File: config.mk
export PLATFORM = sky130hd
export DESIGN_NAME = uart_cmd_ctrl
export DESIGN_NICKNAME = d
export VERILOG_FILES = /design/src/rtl/uart_pkg.sv /design/src/rtl/uart_frame_timeout.sv /design/src/rtl/uart_cmd_ctrl.sv
export SDC_FILE = /design/constraint.sdc
export NUM_CORES = 1
export LEC_CHECK = 0
export ABC_AREA = 1
export BUFFER_PORTS_ARGS = -buffer_cell sky130_fd_sc_hd__buf_2
export CELL_PAD_IN_SITES_DETAIL_PLACEMENT = 2
export CELL_PAD_IN_SITES_GLOBAL_PLACEMENT = 2
export CORE_MARGIN = 2
export CORE_UTILIZATION = 30
export CTS_CLUSTER_DIAMETER = 150
export DETAILED_ROUTE_END_ITERATION = 7
export HOLD_SLACK_MARGIN = 0.05
export PLACE_DENSITY_LB_ADDON = 0.15
export SETUP_SLACK_MARGIN = 0.15
export SLEW_MARGIN = 5
export SYNTH_ARGS = -nofsm -noshare
export SYNTH_HDL_FRONTEND = slang
export SYNTH_SLANG_ARGS = --single-unit
File: constraint.sdc
create_clock -name clk -period 1.8 [get_ports clk]
set_clock_uncertainty 0.05 [all_clocks]
set_input_delay 0.09 -clock clk [delete_from_list [all_inputs] [get_ports clk]]
set_output_delay 0.09 -clock clk [all_outputs]
set_load 0.02 [all_outputs]
File: src/rtl/uart_pkg.sv
// Shared constants for the UART command-frame controller.
package uart_pkg;

  localparam int ADDR_W = 8;
  localparam logic [7:0] HEADER_DEFAULT = 8'hA5;

  typedef logic [2:0] state_t;

  localparam state_t ST_IDLE  = 3'd0;
  localparam state_t ST_ADDR  = 3'd1;
  localparam state_t ST_DATA  = 3'd2;
  localparam state_t ST_CSUM  = 3'd3;
  localparam state_t ST_WRITE = 3'd4;

endpackage

File: src/rtl/uart_frame_timeout.sv
// Inter-byte timeout: down-counter reloaded on load, expires at terminal count 0.
module uart_frame_timeout #(
  parameter int TIMEOUT_CYC = 100000
) (
  input  logic clk,
  input  logic rst_n,
  input  logic load,
  input  logic en,
  output logic expire
);

  localparam int CNT_W = $clog2(TIMEOUT_CYC);
  localparam logic [CNT_W-1:0] LOAD_VAL = CNT_W'(TIMEOUT_CYC - 1);

  logic [CNT_W-1:0] cnt_q, cnt_d;

  // Reload on load, otherwise count down while enabled and stop at zero.
  always_comb begin
    cnt_d = cnt_q;
    if (load) begin
      cnt_d = LOAD_VAL;
    end else if (en && (cnt_q != '0)) begin
      cnt_d = cnt_q - 1'b1;
    end
  end

  // Counter register.
  always_ff @(posedge clk or negedge rst_n) begin
    if (!rst_n) cnt_q <= '0;
    else        cnt_q <= cnt_d;
  end

  assign expire = en && (cnt_q == '0);

endmodule

File: src/rtl/uart_cmd_ctrl.sv
// Command-frame controller: header, address, payload, checksum -> one register write.
//
// state    | meaning
// ---------+----------------------------------------------------------
// ST_IDLE  | hunting for the header byte, other bytes dropped silently
// ST_ADDR  | waiting for the address byte
// ST_DATA  | collecting payload bytes, MSB first
// ST_CSUM  | waiting for the checksum byte
// ST_WRITE | reg_wr held until reg_ack; incoming bytes are overruns
module uart_cmd_ctrl
  import uart_pkg::*;
#(
  parameter int         DATA_BYTES  = 4,
  parameter logic [7:0] HEADER      = HEADER_DEFAULT,
  parameter int         TIMEOUT_CYC = 100000,
  parameter int         WORD_BITS   = 8
) (
  input  logic              clk,
  input  logic              rst_n,
  input  logic [7:0]        rx_data,
  input  logic              rx_done,
  output logic [5:0]        rx_bits,
  output logic              reg_wr,
  output logic [ADDR_W-1:0] reg_addr,
  output logic [31:0]       reg_wdata,
  input  logic              reg_ack,
  output logic              busy,
  output logic              err_csum,
  output logic              err_timeout,
  output logic              err_overrun
);

  state_t            state_q, state_d;
  logic [ADDR_W-1:0] addr_q, addr_d;
  logic [31:0]       wdata_q, wdata_d;
  logic [7:0]        acc_q, acc_d;
  logic [2:0]        cnt_q, cnt_d;
  logic              wr_q, wr_d;
  logic              busy_q, busy_d;
  logic              err_csum_q, err_csum_d;
  logic              err_tout_q, err_tout_d;
  logic              err_ovr_q, err_ovr_d;

  logic       tmr_en, tmr_load, tmr_expire;
  logic       last_data;
  logic [7:0] csum_sum;

  assign tmr_en    = (state_q == ST_ADDR) || (state_q == ST_DATA) || (state_q == ST_CSUM);
  assign tmr_load  = rx_done || !tmr_en;
  assign last_data = (cnt_q == 3'(DATA_BYTES - 1));
  assign csum_sum  = acc_q + rx_data;

  uart_frame_timeout #(.TIMEOUT_CYC(TIMEOUT_CYC)) u_timeout (
    .clk    (clk),
    .rst_n  (rst_n),
    .load   (tmr_load),
    .en     (tmr_en),
    .expire (tmr_expire)
  );

  // State register.
  always_ff @(posedge clk or negedge rst_n) begin
    if (!rst_n) state_q <= ST_IDLE;
    else        state_q <= state_d;
  end

  // Next-state logic; a received byte always takes priority over timer expiry.
  always_comb begin
    state_d = state_q;
    case (state_q)
      ST_IDLE:  if (rx_done && (rx_data == HEADER)) state_d = ST_ADDR;
      ST_ADDR:  if (rx_done) state_d = ST_DATA;
                else if (tmr_expire) state_d = ST_IDLE;
      ST_DATA:  if (rx_done) begin
                  if (last_data) state_d = ST_CSUM;
                end else if (tmr_expire) state_d = ST_IDLE;
      ST_CSUM:  if (rx_done) state_d = (csum_sum == 8'h00) ? ST_WRITE : ST_IDLE;
                else if (tmr_expire) state_d = ST_IDLE;
      ST_WRITE: if (reg_ack) state_d = ST_IDLE;
      default:  state_d = ST_IDLE;
    endcase
  end

  // Datapath and registered-output next values.
  always_comb begin
    addr_d     = addr_q;
    wdata_d    = wdata_q;
    acc_d      = acc_q;
    cnt_d      = cnt_q;
    err_csum_d = 1'b0;
    err_tout_d = 1'b0;
    err_ovr_d  = 1'b0;
    case (state_q)
      ST_IDLE: if (rx_done && (rx_data == HEADER)) begin
        acc_d   = 8'h00;
        cnt_d   = 3'd0;
        wdata_d = 32'h0;
      end
      ST_ADDR: if (rx_done) begin
        addr_d = rx_data;
        acc_d  = rx_data;
      end
      ST_DATA: if (rx_done) begin
        wdata_d = {wdata_q[23:0], rx_data};
        acc_d   = csum_sum;
        cnt_d   = cnt_q + 3'd1;
      end
      ST_CSUM: if (rx_done) err_csum_d = (csum_sum != 8'h00);
      ST_WRITE: err_ovr_d = rx_done;
      default: ;
    endcase
    if (tmr_en && tmr_expire && !rx_done) err_tout_d = 1'b1;
    wr_d   = (state_d == ST_WRITE);
    busy_d = (state_d != ST_IDLE);
  end

  // Output and datapath registers.
  always_ff @(posedge clk or negedge rst_n) begin
    if (!rst_n) begin
      addr_q     <= '0;
      wdata_q    <= '0;
      acc_q      <= '0;
      cnt_q      <= '0;
      wr_q       <= 1'b0;
      busy_q     <= 1'b0;
      err_csum_q <= 1'b0;
      err_tout_q <= 1'b0;
      err_ovr_q  <= 1'b0;
    end else begin
      addr_q     <= addr_d;
      wdata_q    <= wdata_d;
      acc_q      <= acc_d;
      cnt_q      <= cnt_d;
      wr_q       <= wr_d;
      busy_q     <= busy_d;
      err_csum_q <= err_csum_d;
      err_tout_q <= err_tout_d;
      err_ovr_q  <= err_ovr_d;
    end
  end

  assign rx_bits     = 6'(WORD_BITS);
  assign reg_wr      = wr_q;
  assign reg_addr    = addr_q;
  assign reg_wdata   = wdata_q;
  assign busy        = busy_q;
  assign err_csum    = err_csum_q;
  assign err_timeout = err_tout_q;
  assign err_overrun = err_ovr_q;

endmodule

==> impl_metrics.yaml <==
outcome:
  status: "complete, but fails checks"
  violations: "setup timing"
detailed_routing:
  wire_per_inst_um: 16.7
  detail_route.first_pass.iterations: 4
  vias: 3402
  postRouteAntennaNets: 0
  drc: 0
  dr.first_iter.drc_count: 133
  avgViaCountPerCell: 4.69
  totalWireLength_um: 12100
power:
  power_density_mw_per_mm2: 999
  ir_drop_uv: 612
  power_leakage_nw: 2.54
place:
  post-place-ws_ns: -0.147
  dp.cells: 690
  gp_congestion: 0.741
  placed_area_mm2: 0.00443
  dp_hpwl_um: 8690
  io_buffer_count: 56
synth:
  syn-cell-area_mm2: 0.00386
  synth_seq_cells: 76
  ys_seq_area_share_pct: 49.3
  yosys_warnings: 0
  netlist_instances: 455
  synth_area_per_cell_um2: 8.48
  synth_cell_types: 36
global_route:
  grt_overflow: 0
  grt_pass1_wl_um: 20000
  antenna_found_initial: 0
  grt_pass1_vias: 3879
  grt.total_usage_pct: 18.3
  grt_start_max_net_pins: 37
floorplanning:
  die_w_um: 117
  start_util_pct: 30.7
  core_mm2: 0.0126
  std_cell_rows: 41
  ios: 63
  die-area_mm2: 0.0138
  die_y_um: 117
timing:
  fmax_ghz: 0.533
  fin_crit_ns: 1.88
  post-route-period-util_pct: 104
  setup_viol: 5
  tightest_slew_ns: 0.521
  slew_headroom_pct: 65.3
  setup_ws_ns: -0.0770
  drv_slew: 0
  rsz0062_at_grt: "true"
  hold_viol_final: 0
  tns_ns: -0.243
clock_tree:
  htreeDepth: 3
  cts_made_buffers: 9
  clockRootBuffer: "clkbuf_16"
  clkLatencyLatePin_ns: 0.35
  clkSinkCount: 76
  clkTransAtPathRegs_ns: 0.06
  clk_path_buf_depth: 2
  cts_tree: "yes"
worst_setup_path:
  r2r-start: "acc_q[0]"
  worstPathMaxFanout: 3
  required_ns: 2.02
  crit_arrival_ns: 2.10
  worstSetupEndpointType: "flop"
  critical_path_class: "reg2reg"
  start_kind: "flop"
  critPathLaunch: "acc_q[0]"
layout:
  num_antenna_cells: 0
  multiInputGateArea_mm2: 0.00191
  n_fill_cell: 1418
  finalInstanceArea_mm2: 0.00522
  nNetsFinal: 573
  regArea_mm2: 0.00191
  drive_above_1_share_pct: 35.2
  syn2layout_area_growth_pct: 35.3
  fin_util_pct: 41.5
  instances_no_fill: 726
worst_hold_path:
  min_path_type: "in2reg"
  min_from: "rx_data[7]"
flow_run:
  cap_violations: 0
## path summary, 6_finish.rpt
path                            endpoint  depth (start not counted)  slack [ns]
hold / removal              reg_wdata[7]                          3        0.07
hold reg to reg            reg_wdata[31]                          2        0.43
min in group asynchronous       cnt_q[1]                          2        0.22
setup / recovery                acc_q[6]                         11       -0.08
max in group asynchronous  reg_wdata[19]                          3        0.89
setup reg to reg                acc_q[6]                         11       -0.08
## power breakdown
part	switching (mW)	leakage (nW)	internal, mW
clock network	0.793	0.137	0.953
logic	0.877	1.51	0.549
registers	0.136	0.894	1.91
## stage by stage
step / hold slack, ns / total power, mW
detailed placement: 0.0443 / 3.20
global placement: 0.0444 / 3.15
global route: 0.0589 / 5.55
floorplan: -0.256 / 2.75
finish: 0.0669 / 5.22
CTS: 0.0559 / 5.14
## area by class of cell
cell class,instances,area share [%]
Inverter,78,5.66
Tap cell,172,4.12
Clock inverter,7,1.08
Timing Repair Buffer,93,11.7
Clock buffer,9,4.31
Multi-Input combinational cell,291,36.5
Sequential cell,76,36.6
## kinds of logic after synthesis
group	Yosys count	share of synthesized area [%]
DFF	76	49.3
and+or+nand+nor	187	22.6
other	2	0.195
buffers and inverters	92	10.3
adders and majority gates	12	4.09
xor gates and xnor gates	11	2.50
AOI/OAI and AO/OA	75	11.0
## layer usage
metal  track usage [%]  share of wire, %
met5                 0                 0
met4              4.07              0.82
met3              6.18               4.7
met2              32.1                52
met1              21.7                42
## timing repair
action / CTS / global route
endpoints found under the setup margin: 36 / 68
pin swaps: 9 / 25
buffers inserted: 5 / 11
resized for setup: 20 / 66
hold buffers: 4 / 0
hold endpoints to repair: 39 / 0
gates cloned: 0 / 0
## synthesized netlist by cell type, drive strengths merged
cell type | n | share of area (%)
o31ai | 1 | 0.19
nand3 | 31 | 4.7
nor4 | 1 | 0.16
nand4 | 1 | 0.16
ha | 11 | 3.6
o22ai | 29 | 4.7
nor3 | 12 | 1.8
a22o | 1 | 0.23
dfrtp | 76 | 49
a22oi | 1 | 0.19
nor2 | 46 | 5.3
a21boi | 1 | 0.19
a31oi | 1 | 0.16
inv | 78 | 7.7
xor2 | 8 | 1.8
a21oi | 15 | 1.9
conb | 2 | 0.19
buf | 14 | 2.7
xnor2 | 3 | 0.68
nand2 | 93 | 9.9
fa | 1 | 0.52
nand3b | 1 | 0.19
o21ai | 26 | 3.4
or2 | 2 | 0.32
## state kept, by name (all words and copies together), names as in the netlist
signal           count
reg_wdata           32
u_timeout.cnt_q     17
acc_q                8
reg_addr             8
cnt_q                3
state_q              3
busy                 1
err_csum             1
err_overrun          1
err_timeout          1
reg_wr               1
## critical path: stages (launching register included)
cell and delay [ns]:
dfrtp_1 0.41, ha_4 0.18, fa_2 0.39, nand2_2 0.08, nand2_2 0.06, nand3_2 0.08, buf_4 0.12, nand3_2 0.08
nand2_4 0.10, buf_6 0.10, nand2_4 0.04, a21oi_2 0.11
## layout by cell type, fill, tap and decap left out, types with 10 or more instances in the layout
master and instances:
o22ai_1 28, inv_1 68, nor2_4 10, nand2_1 69, buf_2 54, nand2_2 16
buf_4 28, dfrtp_1 71, a21oi_1 12, nor2_1 27, nand3_1 19, o21ai_0 23
No activity file was read; power rests on OpenSTA's default activity.
